### src/rtl/paddle_controller.sv
`default_nettype none
// ============================================================================
// Module      : paddle_controller
// Description : Two-paddle Pong controller. Holds both paddle Y positions,
//               moves them once per frame from button requests with
//               hold-to-accelerate speed, and renders both paddles as a
//               registered 1-bit RGB overlay (one cycle of latency).
// Revision    : 1.0 - initial release
// ----------------------------------------------------------------------------
// Ports
//   i_clk           in   1   pixel clock
//   i_reset         in   1   asynchronous, active-high reset
//   i_frame_tick    in   1   one-cycle pulse per frame, during vertical blanking
//   i_up            in   2   [0]=left, [1]=right paddle up request
//   i_down          in   2   down requests, same mapping
//   i_ball_y        in  10   ball top y (used only when PADDLE_AI_EN is defined)
//   i_pixel_x       in  10   current pixel x
//   i_pixel_y       in  10   current pixel y
//   i_visible_area  in   1   current pixel lies in the visible area
//   o_paddle1_y     out 10   left paddle top y
//   o_paddle2_y     out 10   right paddle top y
//   o_r/o_g/o_b     out  1   paddle overlay colour
// Build option
//   PADDLE_AI_EN : when defined, the right paddle tracks i_ball_y with a
//                  +/-4 px deadband at fixed MIN_SPEED and ignores its buttons.
// ============================================================================
module paddle_controller #(
    parameter int PADDLE_MARGIN = 30,
    parameter int PADDLE_H      = 50,
    parameter int PADDLE_W      = 10,
    parameter int SCREEN_W      = 640,
    parameter int SCREEN_H      = 480,
    parameter int MIN_SPEED     = 2,
    parameter int MAX_SPEED     = 8,
    parameter int ACCEL_FRAMES  = 4
) (
    input  logic       i_clk,
    input  logic       i_reset,
    input  logic       i_frame_tick,
    input  logic [1:0] i_up,
    input  logic [1:0] i_down,
    input  logic [9:0] i_ball_y,
    input  logic [9:0] i_pixel_x,
    input  logic [9:0] i_pixel_y,
    input  logic       i_visible_area,
    output logic [9:0] o_paddle1_y,
    output logic [9:0] o_paddle2_y,
    output logic       o_r,
    output logic       o_g,
    output logic       o_b
);

    // Geometry in 11 bits so that y+speed and y+PADDLE_H never wrap.
    localparam logic [10:0] c_Y_MAX   = 11'(SCREEN_H - PADDLE_H);
    localparam logic [10:0] c_Y_RESET = 11'((SCREEN_H - PADDLE_H) / 2);
    localparam logic [10:0] c_X1      = 11'(PADDLE_MARGIN);
    localparam logic [10:0] c_X2      = 11'(SCREEN_W - PADDLE_MARGIN - PADDLE_W);
    localparam logic [10:0] c_PW      = 11'(PADDLE_W);
    localparam logic [10:0] c_PH      = 11'(PADDLE_H);
    localparam logic [10:0] c_PH_HALF = 11'(PADDLE_H / 2);
    localparam logic [10:0] c_DEADBAND = 11'd4;

    localparam int c_SPD_W  = $clog2(MAX_SPEED + 1);
    localparam int c_HOLD_W = $clog2(ACCEL_FRAMES + 1);

    // Per-paddle FSM encoding
    localparam logic [1:0] c_IDLE = 2'd0;
    localparam logic [1:0] c_UP   = 2'd1;
    localparam logic [1:0] c_DOWN = 2'd2;

    // Current positions of both paddles, exported from the per-paddle blocks
    logic [10:0] w_y [2];

    // ------------------------------------------------------------------------
    // Paddle motion: one identical engine per paddle
    // ------------------------------------------------------------------------
    for (genvar k = 0; k < 2; k++) begin : g_paddle
        logic [1:0]          r_state;
        logic [c_SPD_W-1:0]  r_speed;
        logic [c_HOLD_W-1:0] r_hold;
        logic [10:0]         r_y;

        logic                w_req_up;
        logic                w_req_dn;
        logic [1:0]          w_next;
        logic                w_restart;
        logic [c_SPD_W-1:0]  w_step;
        logic [10:0]         w_step_ext;
        logic [10:0]         w_sum;
        logic [10:0]         w_y_next;
        logic [c_HOLD_W-1:0] w_hold_inc;

`ifdef PADDLE_AI_EN
        // The AI-driven right paddle never accelerates.
        localparam bit c_ACCEL = (k != 1);

        if (k == 1) begin : g_ai
            logic [10:0] w_ball;
            logic [10:0] w_center;
            logic [1:0]  w_unused_btn;

            assign w_ball       = {1'b0, i_ball_y};
            assign w_center     = r_y + c_PH_HALF;
            // center >= PADDLE_H/2 > deadband, so center-4 cannot underflow
            assign w_req_up     = (w_ball < (w_center - c_DEADBAND));
            assign w_req_dn     = (w_ball > (w_center + c_DEADBAND));
            assign w_unused_btn = {i_up[1], i_down[1]};
        end else begin : g_btn
            assign w_req_up = i_up[k];
            assign w_req_dn = i_down[k];
        end
`else
        localparam bit c_ACCEL = 1'b1;

        assign w_req_up = i_up[k];
        assign w_req_dn = i_down[k];
`endif

        always_comb begin
            w_next = c_IDLE;
            if (w_req_up && !w_req_dn) begin
                w_next = c_UP;
            end else if (w_req_dn && !w_req_up) begin
                w_next = c_DOWN;
            end

            // Releasing or reversing starts the speed ramp over. Starting to
            // move from IDLE is a normal moving frame: speed is already at
            // MIN_SPEED and the frame counts toward the first speed step.
            w_restart = (w_next == c_IDLE) ||
                        ((r_state != c_IDLE) && (w_next != r_state));

            // A reversal moves at the restarted speed; otherwise the speed
            // held before this tick's increment is used.
            w_step     = w_restart ? c_SPD_W'(MIN_SPEED) : r_speed;
            w_step_ext = 11'(w_step);
            w_sum      = r_y + w_step_ext;
            w_hold_inc = r_hold + c_HOLD_W'(1);

            w_y_next = r_y;
            if (w_next == c_UP) begin
                w_y_next = (r_y < w_step_ext) ? 11'd0 : (r_y - w_step_ext);
            end else if (w_next == c_DOWN) begin
                w_y_next = (w_sum > c_Y_MAX) ? c_Y_MAX : w_sum;
            end
        end

        always_ff @(posedge i_clk or posedge i_reset) begin
            if (i_reset) begin
                r_state <= c_IDLE;
                r_speed <= c_SPD_W'(MIN_SPEED);
                r_hold  <= '0;
                r_y     <= c_Y_RESET;
            end else if (i_frame_tick) begin
                r_state <= w_next;
                r_y     <= w_y_next;
                if (w_restart || !c_ACCEL) begin
                    r_speed <= c_SPD_W'(MIN_SPEED);
                    r_hold  <= '0;
                end else if (w_hold_inc == c_HOLD_W'(ACCEL_FRAMES)) begin
                    r_hold <= '0;
                    if (r_speed < c_SPD_W'(MAX_SPEED)) begin
                        r_speed <= r_speed + c_SPD_W'(1);
                    end
                end else begin
                    r_hold <= w_hold_inc;
                end
            end
        end

        assign w_y[k] = r_y;
    end

`ifndef PADDLE_AI_EN
    logic w_unused_ball;
    assign w_unused_ball = ^i_ball_y;
`endif

    assign o_paddle1_y = w_y[0][9:0];
    assign o_paddle2_y = w_y[1][9:0];

    // ------------------------------------------------------------------------
    // Overlay render: top row inclusive, bottom row / right column exclusive
    // ------------------------------------------------------------------------
    logic [10:0] w_px;
    logic [10:0] w_py;
    logic        w_hit1;
    logic        w_hit2;
    logic        r_pix;

    always_comb begin
        w_px   = {1'b0, i_pixel_x};
        w_py   = {1'b0, i_pixel_y};
        w_hit1 = (w_px >= c_X1) && (w_px < (c_X1 + c_PW)) &&
                 (w_py >= w_y[0]) && (w_py < (w_y[0] + c_PH));
        w_hit2 = (w_px >= c_X2) && (w_px < (c_X2 + c_PW)) &&
                 (w_py >= w_y[1]) && (w_py < (w_y[1] + c_PH));
    end

    always_ff @(posedge i_clk or posedge i_reset) begin
        if (i_reset) begin
            r_pix <= 1'b0;
        end else begin
            r_pix <= i_visible_area && (w_hit1 || w_hit2);
        end
    end

    assign o_r = r_pix;
    assign o_g = r_pix;
    assign o_b = r_pix;

endmodule
`default_nettype wire

### config.mk
export PLATFORM = sky130hd
export DESIGN_NAME = paddle_controller
export DESIGN_NICKNAME = d
export VERILOG_FILES = /design/src/rtl/paddle_controller.sv
export SDC_FILE = /design/constraint.sdc
export NUM_CORES = 1
export LEC_CHECK = 0
export BUFFER_PORTS_ARGS = -buffer_cell sky130_fd_sc_hd__buf_2
export CAP_MARGIN = 25
export CORE_MARGIN = 4
export CORE_UTILIZATION = 65
export DETAILED_ROUTE_END_ITERATION = 8
export PLACE_DENSITY = 0.92
export SYNTH_ARGS = -nofsm -noshare
export SYNTH_HDL_FRONTEND = slang
export SYNTH_SLANG_ARGS = --single-unit
### constraint.sdc
create_clock -name i_clk -period 5.85 [get_ports i_clk]
set_clock_uncertainty 0.1 [all_clocks]
set_input_delay 0.585 -clock i_clk [delete_from_list [all_inputs] [get_ports i_clk]]
set_output_delay 0.585 -clock i_clk [all_outputs]
set_load 0.01 [all_outputs]
# ---- Word-level counts from Yosys, hierarchy flattened
# Index checks and enable logic that the tools add are counted.
dict set report op_classes {
  n_addsub 10
  mul 0
  n_div 0
  magnitude_cmp 14
  eq_ne 8
  shifts 0
  muxes 24
  bitwise 0
  n_reduce_logical 34
}
# op n
set ops {}
lappend ops {{two-way mux 11 bit} 8}
lappend ops {{two-way mux 4 bit} 8}
lappend ops {{adder 11 x 4 -> 11 bit} 2}
lappend ops {{adder 11 x 6 -> 11 bit (second input constant)} 2}
lappend ops {{>= comparator 10 x 11 -> 1 bit} 2}
lappend ops {{> comparator 11 x 9 -> 1 bit (second input constant)} 2}
lappend ops {{< comparator 10 x 11 -> 1 bit} 2}
lappend ops {{< comparator 11 x 4 -> 1 bit} 2}
lappend ops {{subtractor 11 x 4 -> 11 bit} 2}
lappend ops {{nonzero test 2 bit} 8}
lappend ops {{logical AND 1 bit} 13}
lappend ops {{two-way mux 3 bit} 4}
lappend ops {{>= comparator 10 bit (second input constant)} 1}
lappend ops {{>= comparator 10 x 5 -> 1 bit (second input constant)} 1}
lappend ops {{< comparator 10 bit (second input constant)} 1}
lappend ops {{< comparator 10 x 6 -> 1 bit (second input constant)} 1}
lappend ops {{adder 4 x 1 -> 4 bit (second input constant)} 2}
lappend ops {{< comparator 4 bit (second input constant)} 2}
lappend ops {{two-way mux 2 bit} 4}
lappend ops {{adder 3 x 1 -> 3 bit (second input constant)} 2}
lappend ops {{equality test 3 bit (second input constant)} 2}
lappend ops {{AND reduction 3 bit} 2}
lappend ops {{equality test 2 x 1 -> 1 bit (second input constant)} 2}
lappend ops {{equality test 2 bit (second input constant)} 2}
lappend ops {{other kinds (5)} 13}
dict set report word_totals {
  ff_bits 41
  latch_bits 0
  mem_bits_rw 0
  romBits 0
  input_bits 38
  out_inout_bits 23
  word_cells 99
  n_memories 0
}

# ---- Longest topological paths before layout
dict set report logic_depth {
  depth_word 13
  depth_mapped 18
}

# ---- Worst setup path before layout
# Ideal clock, no wire load.
dict set report synth_timing {
  path_kind {in2reg}
  startpoint {input i_down[0]}
  endpoint {register g_paddle[0].r_y[4]}
  setup_ps 82
  arrival_time_ps 3698
  path_slack_ps 1970
  path_stages 17
  path_cell_list {inv_1 -> ha_1 -> nand2b_1 -> a21boi_0 -> nor3_1 -> and2_1 -> ha_1 -> inv_1 -> fa_1 -> or2_1 -> a2111oi_2 -> nor2_1 -> o211ai_1 -> nand2_1 -> and3b_4 -> a21boi_1 -> a211o_1}
}
dict set report synth_between {
  elab_chain_cells 12
  word_cells_on_any_way 22
}
# element line
set synth_lines {}
lappend synth_lines {{from (decl)} 41} ;# input logic [1:0] i_down,
lappend synth_lines {{logical NOT 1 bit *} 121} ;# if (w_req_up && !w_req_dn) begin
lappend synth_lines {{logical AND 1 bit *} 121}
lappend synth_lines {{two-way mux 2 bit *} 121}
lappend synth_lines {{via g_paddle[0].w_next[0]} 85} ;# logic [1:0] w_next;
lappend synth_lines {{inequality test 2 bit} 131} ;# ((r_state != c_IDLE) && (w_next != r_state));
lappend synth_lines {{logical AND 1 bit} 131}
lappend synth_lines {{logical OR 1 bit} 130} ;# w_restart = (w_next == c_IDLE) ||
lappend synth_lines {{two-way mux 4 bit} 135} ;# w_step = w_restart ? c_SPD_W'(MIN_SPEED) : r_speed;
lappend synth_lines {{adder 11 x 4 -> 11 bit} 137} ;# w_sum = r_y + w_step_ext;
lappend synth_lines {{> comparator 11 x 9 -> 1 bit} 144} ;# w_y_next = (w_sum > c_Y_MAX) ? c_Y_MAX : w_sum;
lappend synth_lines {{two-way mux 11 bit} 144}
lappend synth_lines {{two-way mux 11 bit} 143} ;# end else if (w_next == c_DOWN) begin
lappend synth_lines {{two-way mux 11 bit} 141} ;# if (w_next == c_UP) begin
lappend synth_lines {{to (signal assigned)} 153} ;# r_y <= c_Y_RESET;
lappend synth_lines {{to (signal assigned)} 156} ;# r_y <= w_y_next;
lappend synth_lines {{to (decl)} 81} ;# logic [10:0] r_y;
# Mark *: on every way through the listed nets, which the timed path passes. The rest lies on a longest branch. The select of a mux whose other input is x is not followed.
# A chain may end at the register's enable or synchronous reset.

# ---- Final worst setup path
# Ends and elaborated chain as after synthesis.

==> key figures <==
Outcome
  • Status: complete, no violations

Placement
  • Detail Placement HPWL: between 8000 and 9000 um
  • PortBufs: 49
  • GPL Wtd Cong: 0.8861

Global route
  • Largest net degree at the start of global routing: 42
  • Gr ovfl total: 0
  • First-pass GRT wire length: 18840 um
  • Vias in the first global route: about 4300
  • Total global-route track usage: between 20% and 30%
  • Antenna violations before repair: 0
  • Met1 Track Usage GR: 32.60%
  • Busiest grt layer: met2
  • GRT met2 Usage: between 40% and 50%
  • Met3 GRT Util: slightly below 6%

Critical path
  • Crit path cell chain: buf_2, inv_1, ha_1, a21boi_0, nor3_1, and2_1, ha_1, inv_1, fa_1, or2_1, a2111oi_2, nor2_1, o211ai_1, nand2_1, and3b_4, a21boi_1, a211o_1
  • Worst-path maximum fanout: 15
  • CP Launch Type: primary input
  • WS Path Type: in2reg
  • Crit end category: flop
  • Worst Path Arrival: approximately 4600 ps
  • Max incr delay on CP: 520 ps
  • Crit path required time: 5980 ps
  • Slowest-stage cell, CP: a2111oi_2

Synthesis
  • Syn nets: 697
  • Synthesized flop and latch total: 41
  • Yosys warns: 0
  • FFs w/ async S/R, synth: 100.0%
  • Seq/Total Area, Yosys: 21.73%
  • Yosys cell types: 72
  • Cells after synthesis: 587
  • Cell Area, Synth: 4802 um2
  • Top FF cell, synth: dfrtp_1
  • Post-synth EDFFs: 0
  • Avg Cell Area, Syn: 8.181 um2

Pwr
  • P per Cell Area: 413.8 nW/um2
  • Comb pwr share: 62.6%
  • Clk pwr share: 10.2%
  • Pleak: 2.324 nW
  • Switching power: 0.001009 W
  • Sequential share of power: 27.3%
  • Sw Share: between 40% and 50%
  • Max VDD drop: 210.4 uV
  • Cell internal pwr: about 0.0011 W

Die
  • Placement Rows: 31
  • Die area: 8827 um2
  • Die Y-Extent: 93.95 um
  • # IOs: 61
  • Initial core utilization: 66.56%
  • Core footprint: roughly 7200 um2
  • Chip width: 93.95 um

Timing
  • Final Max Slew Viols: 0
  • RSZ-0062 raised after global routing: false
  • Final hold violations: 0
  • TNS Setup: 0 ps
  • Rel. slew slack: 52.98%
  • # setup viols final: 0
  • Tcrit/Tclk final: between 70% and 80%
  • Fmax: 0.2237 GHz
  • Worst Tran Pin Value: 705.3 ps
  • Fin crit period: ~4500 ps

Routing
  • Drc violations: 0
  • Drt wl/cell: 15.75 um
  • Drt first pass iters: 5
  • Via count: 4347
  • Routed wire length: 10980 um
  • Final antenna-violating net count: 0
  • First DRT Iteration DRCs: 230
  • Routed vias/inst: ~6.2

Finish
  • Layout cells sized above 1: between 10% and 20%
  • FF+latch area: 1044 um2
  • Area used by multi-input combinational logic: 3301 um2
  • Final core occ: 69.29%
  • Filler cells: around 600
  • Layout area overhead: 4.091%
  • Most frequent cells in the layout: ha_1 (68), nand2_1 (49), buf_2 (49), o21ai_0 (43), inv_1 (41)
  • NumNets Final: 707
  • Diodes inserted: 0
  • Commonest non-fill, non-tap cell in the layout: ha_1

Clock tree
  • Post_cts resized: 0
  • CTS Buf Count: 5
  • # H-tree levels: 2
  • Cts-stage hold buffer count: 0
  • CTS max path bufs: 2
  • Root Buffer: clkbuf_8
  • Total setup buffers inserted after CTS: 0
  • Worst-Skew Late Latency: 290 ps
  • Clock sinks: 41
  • CTS tree: yes
  • Clock transition at the registers of the reported paths: approximately 90 ps

Flow run
  • Max-cap violations: 0

Worst hold path
  • Worst hold path class: in2async
## cell usage after synthesis (all sizes together), types with 3 or more instances
| cell type | n | area [um2] |
|---|---|---|
| a211oi | 5 | 37.54 |
| a21boi | 7 | 52.55 |
| a21o | 8 | 60.06 |
| a21oi | 40 | 204.0 |
| a31oi | 4 | 25.02 |
| and2 | 5 | 33.78 |
| and3 | 3 | 18.77 |
| buf | 31 | 227.7 |
| clkbuf | 18 | 68.81 |
| dfrtp | 27 | 675.7 |
| dfstp | 14 | 367.9 |
| fa | 4 | 80.08 |
| ha | 68 | 850.8 |
| inv | 42 | 157.7 |
| mux2 | 6 | 67.56 |
| mux2i | 3 | 30.03 |
| nand2 | 49 | 183.9 |
| nand2b | 19 | 118.9 |
| nand3 | 15 | 75.07 |
| nand4 | 4 | 25.02 |
| nor2 | 34 | 127.6 |
| nor2b | 9 | 56.30 |
| nor3 | 17 | 85.08 |
| nor4 | 9 | 86.33 |
| o2111ai | 3 | 26.28 |
| o211ai | 4 | 30.03 |
| o21a | 4 | 30.03 |
| o21ai | 45 | 236.5 |
| o21bai | 7 | 56.30 |
| o22ai | 3 | 18.77 |
| o311ai | 6 | 52.55 |
| o31ai | 5 | 37.54 |
| or3 | 8 | 50.05 |
| or4 | 3 | 26.27 |
| xnor2 | 19 | 166.4 |
| xor2 | 8 | 70.07 |
## cell type report
| class | count | share of cell area [%] |
|---|---|---|
| multi-input cells | 454 | 66.03 |
| clock buffers | 7 | 1.927 |
| well taps | 99 | 2.478 |
| inverters | 43 | 3.229 |
| flip-flops and latches | 41 | 20.88 |
| repair buffers | 52 | 5.357 |
| clock inverters | 1 | 0.1001 |
## cell families (layout without fill, tap and decap cells)
family | count (synthesis) | after routing | share of synthesized area [%]
mux | 9 | 9 | 2.032
fa+ha+maj | 72 | 72 | 19.39
flops | 41 | 41 | 21.73
xor+xnor | 27 | 27 | 4.925
simple gates | 181 | 181 | 19.54
compound gates | 165 | 165 | 22.85
buf+inv | 92 | 103 | 9.536
## power groups by stage
stage          combinational, W  sequential, W  clock, W
3_3_place_gp            0.00121       0.000558         0
6_report                0.00129       0.000564  0.000210
5_1_grt                 0.00147       0.000584  0.000230
3_5_place_dp            0.00127       0.000564         0
2_1_floorplan           0.00115       0.000464         0
4_1_cts                 0.00129       0.000559  0.000219
## sequential cells by signal (all words and copies together), names as in the netlist
signal and flops:
g_paddle.r_y 22, g_paddle.r_speed 8, g_paddle.r_hold 6, g_paddle.r_state 4, o_b 1
## through the flow
step / worst slack [ps] / power [W] / instance area (um2) / hold WS [ps] / cells
2_1_floorplan: 1970 / 0.001615 / 4802 / 371.2 / 587
3_3_place_gp: 1236 / 0.001764 / 4890 / 383.5 / 688
3_5_place_dp: 1097 / 0.001838 / 4897 / 407.9 / 689
4_1_cts: 1424 / 0.002067 / 4999 / 335.2 / 697
5_1_grt: 1054 / 0.002286 / 4999 / 371.7 / 697
6_report: 1379 / 0.002068 / 4999 / 323.1 / 697
## metal layers
| metal | vias to the layer above | wire, um |
|---|---|---|
| li1 | 2100 | - |
| met1 | 2043 | 4748 |
| met2 | 181 | 5189 |
| met3 | 23 | 895 |
| met4 | 0 | 145 |
| met5 | - | 0 |
## critical path, delay by kind of cell
kind            cells  cell delay [ps]
compound gates      5             1290
fa+ha+maj           3             1070
buf+inv             3              220
simple gates        6             1430
## final timing paths
kind / start / depth (start not counted) / end / slack, ps
setup reg to reg: g_paddle[0].r_state[0]$_DFFE_PP0P_ / 15 / g_paddle[0].r_y[4]$_DFFE_PP1P_ / 1920
hold / removal: i_reset / 3 / g_paddle[1].r_hold[0]$_DFFE_PP0P_ / 320
max in group asynchronous: i_reset / 3 / g_paddle[1].r_y[7]$_DFFE_PP1P_ / 4950
min in group i_clk: g_paddle[1].r_speed[1]$_DFFE_PP1P_ / 2 / g_paddle[1].r_speed[1]$_DFFE_PP1P_ / 420
hold reg to reg: g_paddle[1].r_speed[1]$_DFFE_PP1P_ / 2 / g_paddle[1].r_speed[1]$_DFFE_PP1P_ / 420
setup / recovery: i_down[0] / 17 / g_paddle[0].r_y[4]$_DFFE_PP1P_ / 1380
(Power assumes the default switching activity.)
